<file path="config.mk">
export PLATFORM = sky130hd
export DESIGN_NAME = mem_bus_arbiter_flat
export DESIGN_NICKNAME = d
export VERILOG_FILES = /design/src/rtl/mem_bus_arbiter_if.sv /design/src/rtl/mem_bus_arbiter.sv /design/src/flat_wrapper.sv
export SDC_FILE = /design/constraint.sdc
export NUM_CORES = 1
export LEC_CHECK = 0
export CAP_MARGIN = 10
export CORE_AREA = 2 2 192 194
export DETAILED_ROUTE_END_ITERATION = 12
export DIE_AREA = 0 0 194 196
export GPL_TIMING_DRIVEN = 1
export MAX_ROUTING_LAYER = met4
export SLEW_MARGIN = 20
export SYNTH_ARGS = -nofsm -noshare
export SYNTH_HDL_FRONTEND = slang
export SYNTH_SLANG_ARGS = --single-unit
</file>
<file path="constraint.sdc">
create_clock -name clk -period 3.07 [get_ports clk]
set_input_delay 0.4605 -clock clk [delete_from_list [all_inputs] [get_ports clk]]
set_output_delay 0.4605 -clock clk [all_outputs]
set_load 0.01 [all_outputs]
</file>
<file path="src/rtl/mem_bus_arbiter_if.sv">
// Shared bus bundle for mem_bus_arbiter: fetch port, data port, memory port.
// master = requesters plus memory model, slave = the arbiter.
interface mem_bus_arbiter_if #(
    parameter int WORD      = 64,
    parameter int INST_SIZE = 32
);
    logic                 i_req;
    logic [WORD-1:0]      i_addr;
    logic [INST_SIZE-1:0] i_rdata;
    logic                 i_ack;
    logic                 i_err;

    logic                 d_req;
    logic                 d_we;
    logic [WORD-1:0]      d_addr;
    logic [WORD-1:0]      d_wdata;
    logic [WORD-1:0]      d_rdata;
    logic                 d_ack;
    logic                 d_err;

    logic                 m_req;
    logic                 m_we;
    logic [WORD-1:0]      m_addr;
    logic [WORD-1:0]      m_wdata;
    logic [WORD-1:0]      m_rdata;
    logic                 m_ack;

    logic                 busy;

    modport master (
        output i_req, i_addr, d_req, d_we, d_addr, d_wdata,
        output m_rdata, m_ack,
        input  i_rdata, i_ack, i_err, d_rdata, d_ack, d_err,
        input  m_req, m_we, m_addr, m_wdata, busy
    );

    modport slave (
        input  i_req, i_addr, d_req, d_we, d_addr, d_wdata,
        input  m_rdata, m_ack,
        output i_rdata, i_ack, i_err, d_rdata, d_ack, d_err,
        output m_req, m_we, m_addr, m_wdata, busy
    );
endinterface

</file>
<file path="src/rtl/mem_bus_arbiter.sv">
// Arbitrates a fetch and a data requester onto one memory port,
// with tie policy, BUSY-phase timeout abort and one-cycle acks.
module mem_bus_arbiter #(
    parameter int WORD      = 64,
    parameter int INST_SIZE = 32,
    parameter int DATA_PRIO = 1,
    parameter int TIMEOUT   = 255
) (
    input logic              clk,
    input logic              rst_n,
    mem_bus_arbiter_if.slave bus
);
    typedef enum logic [1:0] { IDLE, BUSY, RESP } state_t;

    localparam logic [15:0] TO = 16'(TIMEOUT);

    state_t               r_state;
    state_t               w_state_nxt;
    logic                 r_gnt_d;
    logic                 w_gnt_d;
    logic                 w_req_any;
    logic [15:0]          r_cnt;
    logic [15:0]          w_cnt_inc;
    logic                 w_timeout;
    logic                 r_err;
    logic                 r_isel;
    logic                 r_m_we;
    logic [WORD-1:0]      r_m_addr;
    logic [WORD-1:0]      r_m_wdata;
    logic [WORD-1:0]      r_d_rdata;
    logic [INST_SIZE-1:0] r_i_rdata;
    logic [INST_SIZE-1:0] w_i_word;

    assign w_req_any = bus.i_req | bus.d_req;
    assign w_cnt_inc = r_cnt + 16'd1;
    assign w_timeout = (TIMEOUT != 0) && (w_cnt_inc == TO) && !bus.m_ack;
    assign w_i_word  = r_isel ? bus.m_rdata[2*INST_SIZE-1:INST_SIZE]
                              : bus.m_rdata[INST_SIZE-1:0];

    assign bus.m_req   = (r_state == BUSY);
    assign bus.busy    = (r_state != IDLE);
    assign bus.i_ack   = (r_state == RESP) && !r_gnt_d;
    assign bus.d_ack   = (r_state == RESP) && r_gnt_d;
    assign bus.i_err   = bus.i_ack && r_err;
    assign bus.d_err   = bus.d_ack && r_err;
    assign bus.m_we    = r_m_we;
    assign bus.m_addr  = r_m_addr;
    assign bus.m_wdata = r_m_wdata;
    assign bus.i_rdata = r_i_rdata;
    assign bus.d_rdata = r_d_rdata;

    // Winner of an IDLE grant; r_gnt_d doubles as the last-grant record
    always_comb begin
        w_gnt_d = r_gnt_d;
        unique case (1'b1)
            bus.i_req && bus.d_req:
                w_gnt_d = (DATA_PRIO != 0) ? 1'b1 : ~r_gnt_d;
            bus.d_req && !bus.i_req:
                w_gnt_d = 1'b1;
            bus.i_req && !bus.d_req:
                w_gnt_d = 1'b0;
            default:
                w_gnt_d = r_gnt_d;
        endcase
    end

    // Next-state logic: grant, wait for memory or timeout, one ack cycle
    always_comb begin
        w_state_nxt = r_state;
        unique case (r_state)
            IDLE:    if (w_req_any) w_state_nxt = BUSY;
            BUSY:    if (bus.m_ack || w_timeout) w_state_nxt = RESP;
            RESP:    w_state_nxt = IDLE;
            default: w_state_nxt = IDLE;
        endcase
    end

    // State register
    always_ff @(posedge clk or negedge rst_n) begin
        if (!rst_n) r_state <= IDLE;
        else        r_state <= w_state_nxt;
    end

    // Command latch at grant, timeout counter, response capture
    always_ff @(posedge clk or negedge rst_n) begin
        if (!rst_n) begin
            r_gnt_d   <= 1'b0;
            r_cnt     <= '0;
            r_err     <= 1'b0;
            r_isel    <= 1'b0;
            r_m_we    <= 1'b0;
            r_m_addr  <= '0;
            r_m_wdata <= '0;
            r_i_rdata <= '0;
            r_d_rdata <= '0;
        end else begin
            unique case (r_state)
                IDLE: begin
                    r_cnt <= '0;
                    r_err <= 1'b0;
                    if (w_req_any) begin
                        r_gnt_d   <= w_gnt_d;
                        r_m_we    <= w_gnt_d & bus.d_we;
                        r_m_addr  <= w_gnt_d ? bus.d_addr : bus.i_addr;
                        r_m_wdata <= w_gnt_d ? bus.d_wdata : '0;
                        r_isel    <= bus.i_addr[2];
                    end
                end
                BUSY: begin
                    if (bus.m_ack) begin
                        r_cnt <= '0;
                        r_err <= 1'b0;
                        if (!r_gnt_d)     r_i_rdata <= w_i_word;
                        else if (!r_m_we) r_d_rdata <= bus.m_rdata;
                    end else if (w_timeout) begin
                        r_cnt <= '0;
                        r_err <= 1'b1;
                        if (!r_gnt_d)     r_i_rdata <= '0;
                        else if (!r_m_we) r_d_rdata <= '0;
                    end else begin
                        r_cnt <= w_cnt_inc;
                    end
                end
                default: ;
            endcase
        end
    end
endmodule

</file>
<file path="src/flat_wrapper.sv">
// flat-port wrapper written by rule: the top's interface ports become plain ports
module mem_bus_arbiter_flat 
#(
    parameter int WORD      = 64,
    parameter int INST_SIZE = 32,
    parameter int DATA_PRIO = 1,
    parameter int TIMEOUT   = 255
)
  (clk, rst_n, bus_i_req, bus_i_addr, bus_d_req, bus_d_we, bus_d_addr, bus_d_wdata, bus_m_rdata, bus_m_ack, bus_i_rdata, bus_i_ack, bus_i_err, bus_d_rdata, bus_d_ack, bus_d_err, bus_m_req, bus_m_we, bus_m_addr, bus_m_wdata, bus_busy);
  mem_bus_arbiter_if #(.WORD(WORD), .INST_SIZE(INST_SIZE)) bus_i ();
  input logic clk;
  input logic rst_n;
  input wire logic [$bits(bus_i.i_req)-1:0] bus_i_req;
  input wire logic [$bits(bus_i.i_addr)-1:0] bus_i_addr;
  input wire logic [$bits(bus_i.d_req)-1:0] bus_d_req;
  input wire logic [$bits(bus_i.d_we)-1:0] bus_d_we;
  input wire logic [$bits(bus_i.d_addr)-1:0] bus_d_addr;
  input wire logic [$bits(bus_i.d_wdata)-1:0] bus_d_wdata;
  input wire logic [$bits(bus_i.m_rdata)-1:0] bus_m_rdata;
  input wire logic [$bits(bus_i.m_ack)-1:0] bus_m_ack;
  output wire logic [$bits(bus_i.i_rdata)-1:0] bus_i_rdata;
  output wire logic [$bits(bus_i.i_ack)-1:0] bus_i_ack;
  output wire logic [$bits(bus_i.i_err)-1:0] bus_i_err;
  output wire logic [$bits(bus_i.d_rdata)-1:0] bus_d_rdata;
  output wire logic [$bits(bus_i.d_ack)-1:0] bus_d_ack;
  output wire logic [$bits(bus_i.d_err)-1:0] bus_d_err;
  output wire logic [$bits(bus_i.m_req)-1:0] bus_m_req;
  output wire logic [$bits(bus_i.m_we)-1:0] bus_m_we;
  output wire logic [$bits(bus_i.m_addr)-1:0] bus_m_addr;
  output wire logic [$bits(bus_i.m_wdata)-1:0] bus_m_wdata;
  output wire logic [$bits(bus_i.busy)-1:0] bus_busy;
  assign bus_i.i_req = bus_i_req;
  assign bus_i.i_addr = bus_i_addr;
  assign bus_i.d_req = bus_d_req;
  assign bus_i.d_we = bus_d_we;
  assign bus_i.d_addr = bus_d_addr;
  assign bus_i.d_wdata = bus_d_wdata;
  assign bus_i.m_rdata = bus_m_rdata;
  assign bus_i.m_ack = bus_m_ack;
  assign bus_i_rdata = bus_i.i_rdata;
  assign bus_i_ack = bus_i.i_ack;
  assign bus_i_err = bus_i.i_err;
  assign bus_d_rdata = bus_i.d_rdata;
  assign bus_d_ack = bus_i.d_ack;
  assign bus_d_err = bus_i.d_err;
  assign bus_m_req = bus_i.m_req;
  assign bus_m_we = bus_i.m_we;
  assign bus_m_addr = bus_i.m_addr;
  assign bus_m_wdata = bus_i.m_wdata;
  assign bus_busy = bus_i.busy;
  mem_bus_arbiter #(.WORD(WORD), .INST_SIZE(INST_SIZE), .DATA_PRIO(DATA_PRIO), .TIMEOUT(TIMEOUT)) u_core (.clk(clk), .rst_n(rst_n), .bus(bus_i));
endmodule
</file>
==> Word level (Yosys, flattened, before mapping) <==
Cells that the tools add are included.
{ "word_totals": {"reg_bits": 246, "in_bits": 262, "wordCells": 67} }
{ "classes": {"n_addsub": 1, "n_eq_ne": 6, "muxes": 23, "bitwise": 4, "n_reduce_logical": 23} }
{ "ops": {"columns": ["cell", "count"], "rows": [
  ["2-to-1 mux 64 bit", 8],
  ["2-to-1 mux 32 bit", 5],
  ["2-to-1 mux 16 bit", 2],
  ["case mux 16 bit (2 select lines)", 1],
  ["adder 16 x 1 -> 16 bit (second input constant)", 1],
  ["== test 16 x 8 -> 1 bit (second input constant)", 1],
  ["logical AND 1 bit", 8],
  ["AND reduction 2 bit", 3],
  ["nonzero test 2 bit", 3],
  ["logical NOT 1 bit", 4],
  ["2-to-1 mux 2 bit", 2],
  ["!= test 2 x 1 -> 1 bit (second input constant)", 2],
  ["case mux 1 bit (2 select lines)", 2],
  ["case mux 2 bit (2 select lines)", 1],
  ["AND reduction 4 bit", 1],
  ["!= test 3 x 2 -> 1 bit (second input constant)", 1],
  ["AND reduction 3 bit", 1],
  ["== test 2 x 1 -> 1 bit (second input constant)", 1],
  ["== test 2 bit (second input constant)", 1],
  ["logical NOT 2 bit", 1],
  ["2-to-1 mux 1 bit", 2],
  ["inverter 1 bit", 2],
  ["OR reduction 2 bit", 1],
  ["bitwise AND 1 bit", 1],
  ["other kinds (2)", 2]
]} }

==> Longest topological paths before layout <==
Gate-level depths: netlist of run 1.
{ "depth": {"depth_word": 6, "ltp_mapped": 9, "ltp_nobuf": 8} }

==> Worst setup path after synthesis of run 1 <==
No wires, ideal clock.
{ "synth_timing": {"kind": "flip-flop to flip-flop", "from": "register u_core.r_cnt[0]", "to": "register u_core.r_d_rdata[0] (netlist: u_core.bus.d_rdata[0])", "setup_ns": 0.121, "arrival_time_ns": 2.171, "required_time_ns": 2.949, "path_slack_ns": 0.778, "stages_incl_launch_ff": 10, "n_path_buf": 1, "period_less_slack_ns": 2.292, "cell_sequence": "dfrtp_1 > ha_1 > nand3_2 > nor4_4 > nor3_1 > a211oi_2 > and3_4 > o21ai_4 > buf_6 > a22o_1"} }
{ "synth_via": {"elab_chain_cells": 5} }
{ "synth_rtl": {"columns": ["item", "line_no", "source"], "rows": [
  ["start, declared", "mem_bus_arbiter.sv:22", "logic [15:0] r_cnt;"],
  ["start signal, assigned", "mem_bus_arbiter.sv:121", "r_cnt <= w_cnt_inc;"],
  ["adder 16 x 1 -> 16 bit", "mem_bus_arbiter.sv:35", "assign w_cnt_inc = r_cnt + 16'd1;"],
  ["== test 16 x 8 -> 1 bit", "mem_bus_arbiter.sv:36", "assign w_timeout = (TIMEOUT != 0) && (w_cnt_inc == TO) && !bus.m_ack;"],
  ["logical AND 1 bit", "mem_bus_arbiter.sv:36", null],
  ["nonzero test 2 bit (no source line)", null, null],
  ["AND reduction 4 bit (no source line)", null, null],
  ["end signal, assigned", "mem_bus_arbiter.sv:114", "else if (!r_m_we) r_d_rdata <= bus.m_rdata;"],
  ["end, declared", "mem_bus_arbiter.sv:30", "logic [WORD-1:0] r_d_rdata;"]
]} }
Every way passes these cells.
A chain may end at the register's enable or synchronous reset.

==> Final worst setup path of run 1 <==
{ "layout_timing": {"from": "register u_core.r_state[1]", "to": "output bus_i_err"} }
{ "layout_via": {"elab_chain_cells": 3} }
{ "layout_rtl": {"columns": ["item", "line_no", "source"], "rows": [
  ["start, declared", "mem_bus_arbiter.sv:17", "state_t r_state;"],
  ["start signal, assigned", "mem_bus_arbiter.sv:81", "else r_state <= w_state_nxt;"],
  ["== test 2 bit", "mem_bus_arbiter.sv:42", "assign bus.i_ack = (r_state == RESP) && !r_gnt_d;"],
  ["logical AND 1 bit", "mem_bus_arbiter.sv:42", null],
  ["logical AND 1 bit", "mem_bus_arbiter.sv:44", "assign bus.i_err = bus.i_ack && r_err;"],
  ["end, declared", "flat_wrapper.sv:23", "output wire logic [$bits(bus_i.i_err)-1:0] bus_i_err;"]
]} }
Every way passes these cells.

==> impl_results.md, run 1 <==
* Top delay family on crit path: flip-flops
* Psw at between 5 and 6 mW
* Buf/Inv on CP at 1
* Core Region at 36080 um^2
* Cell count after synthesis at about 830
* Setup_tns at 0 ns
* Crit-path cells: nor2b_1 > nor2b_1 > and2_1 > clkdlybuf4s50_1
* Worst skew pair latency at 0.57 ns
* Static Leak at 7.244 nW
* Drt wl/cell at 20.60 um
* Seq cells post-synth at 246
* First-pass GRT wire length at 55.31 mm
* Die Ht at around 200 um
* CTS H-tree depth at 1
* Top_reg_cell synth: dfrtp_1
* Full die area at between 30000 and 40000 um^2
* Clock Sink Count at 246
* Sw Ratio at 33.46%
* Power Density at 947.0 nW/um^2
* Async SR Flop Fraction at 100.0%
* Main area contributors after synthesis: dfrtp_1 60%, a22o_1 11%, mux2i_1 9.6%
* Net total in the final layout at 1576
* Port Buf Inserts at around 490
* Inserted Diodes at 0
* Final Setup Violations at 0
* I/O pins at 493
* Detailed-placement wirelength estimate at roughly 28 mm
* Syn_area_per_cell at roughly 12 um^2
* Min Hold Slack at 0.4767 ns
* Worst setup SP type: flip-flop
* Pre-CTS WS at 0.4610 ns
* Worst EP arrival at about 2.4 ns
* Clock tree buffer depth at 3
* Area grow syn2layout at 62.99%
* Req. time, crit path at 2.61 ns
* DRC violations left at 0
* GRT overflow at 0
* Clock-pin slew on the worst setup and hold paths at 0.06 ns
* Final Hold Violating Endpoints at 0
* Clock root cell: clkbuf_16
* Synth Net Count at 1097
* Crit-path max cell delay at 0.74 ns
* Reg power frac at a little over a third
* Max_cap viols at 0
* Worst relative slew slack at a little under half
* Final Cycle Share at 93.49%
* Peak supply drop at ~0.52 mV
* Cell area after synthesis at 10260 um^2
* Distinct cell type count after synthesis at 51
* CTS tree: built
* Cts repair resizes at 0
* Internal power at 10.54 mW
* Post-route setup slack at ~0.2 ns
* Layout cells sized above 1 at 6.372%
* Final ANT Viol Nets at 0
* Inserted Clock Buffers at 29
* Tmin final at around 2.9 ns
* 1st-iter DRT viols at 438
* Slowest cell on the critical path: dfrtp_1
* Syn. warnings at 0
* Seq/Total Area, Yosys at 59.99%
* Gate power share at 43.1%
* Die X at 194 um
* Pre-antenna DRT Iters at 5
* Largest fanout on the critical path at 20
* Number of flops mapped to enable cells by yosys at 0
* RSZ-0062 raised after global routing: no
* Hold Crit Class: flip-flop to flip-flop
* Number of global-route vias before repair at 8727
* CP endpoint kind: output port
* Via density at 4.799
* Cell mode on critical path: nor2b_1
* Synth top area share at 59.99%
* Starting Density at 28.44%
* Crit path kind: flip-flop to output port
* Setup Buffers After CTS at 0
* Status: completed
* Final Max Tran Viols at 0
* Gpl congestion at 0.8301
* Yosys top cell by area: dfrtp_1
* Initial antenna violation count at 0
* FMAX at 348.4 MHz
* Worst Tran Pin Value at roughly 0.81 ns
* Clock share of power at 22.0%
* Largest net degree at the start of global routing at 102
* Setup Skew at 0.01291 ns
* Total global-route track usage at approximately a fifth
* FP Rows at 70
* Post-Route WL at 37.12 mm
* Via Count at 8647
## power by group through the flow
stage / registers [mW] / logic [mW] / clock network (mW)
global route: 5.71 / 7.31 / 3.73
global placement: 5.55 / 6.84 / 0
detailed placement: 5.57 / 6.92 / 0
finish: 5.52 / 6.82 / 3.49
CTS: 5.53 / 6.94 / 3.58
floorplan: 5.97 / 2.33 / 0
## timing repair
action / CTS / global route
endpoints found under the setup margin: 0 / 0
hold buffers: 1 / 0
hold endpoints to repair: 74 / 0
## flip-flops by register name (all words and copies together), names as in the netlist
name / cells
u_core.bus.m_addr: 64
u_core.r_state: 2
u_core.bus.i_rdata: 32
u_core.r_isel: 1
u_core.bus.d_rdata: 64
u_core.bus.m_wdata: 64
u_core.r_gnt_d: 1
u_core.bus.m_we: 1
u_core.r_err: 1
u_core.r_cnt: 16
## metal layers
metal	GRT usage, %	wire length (um)	up-vias
li1	-	-	4056
met1	24.61	15760	4158
met2	30.79	17670	387
met3	4.659	2763	46
met4	5.499	924	0
met5	-	0	-
## cell families after synthesis
| kind of cell | count (synthesis) | share of synthesized area (%) |
|---|---|---|
| buffers and inverters | 75 | 3.304 |
| muxes | 99 | 9.670 |
| xor gates and xnor gates | 4 | 0.3415 |
| AOI/OAI and AO/OA | 272 | 19.83 |
| and+or+nand+nor | 135 | 6.621 |
| DFF | 246 | 59.99 |
| adders and majority gates | 2 | 0.2438 |
## path summary, 6_finish.rpt
check                                       from                     end  slack, ns  cells after the start
max reg2reg                      u_core.r_cnt[0]         u_core.r_cnt[2]       0.40                      8
max in group asynchronous                  rst_n   u_core.bus.m_addr[51]       1.78                      3
max                            u_core.r_state[1]               bus_i_err       0.20                      4
min in group asynchronous                  rst_n  u_core.bus.d_rdata[11]       0.50                      2
min reg2reg                u_core.bus.m_addr[39]   u_core.bus.m_addr[39]       0.48                      2
min                        u_core.bus.m_addr[39]   u_core.bus.m_addr[39]       0.48                      2
## synth_stat cells, types with 6 or more instances
cell type,count
a21oi_1,7
a22o_1,129
a31oi_1,7
and3_1,7
buf_1,11
buf_2,10
buf_6,6
clkbuf_1,40
dfrtp_1,246
inv_1,8
mux2i_1,98
nand2_1,77
nand3_1,12
nor2_1,8
o21ai_0,82
o2bb2ai_1,32
## stage by stage
| stage | instances | util (%) | total power [mW] | cell area [um^2] |
|---|---|---|---|---|
| 6_report | 1802 | 46.35 | 15.84 | 16720 |
| 2_1_floorplan | 833 | - | 8.303 | 10260 |
| 3_5_place_dp | 1748 | 43.65 | 12.48 | 15750 |
| 5_1_grt | 1802 | 46.35 | 16.74 | 16720 |
| 4_1_cts | 1802 | 46.35 | 16.06 | 16720 |
| 3_3_place_gp | 1748 | 43.65 | 12.40 | 15750 |
## tightest hold or removal path, cell delays in order, from the launching register on
cell and delay (ns):
dfrtp_1 0.34, nand2_1 0.05, o21ai_0 0.06
## placed cells by master, fill, tap and decap left out, types with 3 or more instances in the layout
master / synthesis / layout
a21oi_1: 7 / 6
nand3_1: 12 / 12
o31ai_1: 3 / 3
a31oi_1: 7 / 7
buf_4: 0 / 15
buf_12: 0 / 7
o2bb2ai_1: 32 / 32
inv_1: 8 / 8
clkinv_2: 0 / 5
and3_1: 7 / 7
nand4_1: 5 / 5
clkbuf_1: 40 / 10
clkdlybuf4s50_1: 0 / 491
a22o_1: 129 / 129
mux2i_1: 98 / 98
nor2_1: 8 / 7
clkbuf_8: 0 / 4
xor2_1: 3 / 3
clkbuf_16: 0 / 29
o21ai_0: 82 / 82
bufinv_16: 0 / 3
nand2_1: 77 / 77
dfrtp_1: 246 / 245
## cell type report
| class | instances | area, um^2 |
|---|---|---|
| Clock buffer | 43 | 818.3 |
| Clock inverter | 10 | 143.9 |
| Fill cell | 3395 | 19360 |
| Inverter | 8 | 30.03 |
| Multi-Input combinational cell | 512 | 3797 |
| Sequential cell | 246 | 6157 |
| Tap cell | 468 | 585.6 |
| Timing Repair Buffer | 515 | 5192 |
Note: power is estimated with default switching activity, not from simulation.
==> run 2: changes to the inputs <==
- CTS_CLUSTER_SIZE: not set -> 40
==> results of run 2 <==
No change in the layout: final DEF, timing and power equal those of run 1.
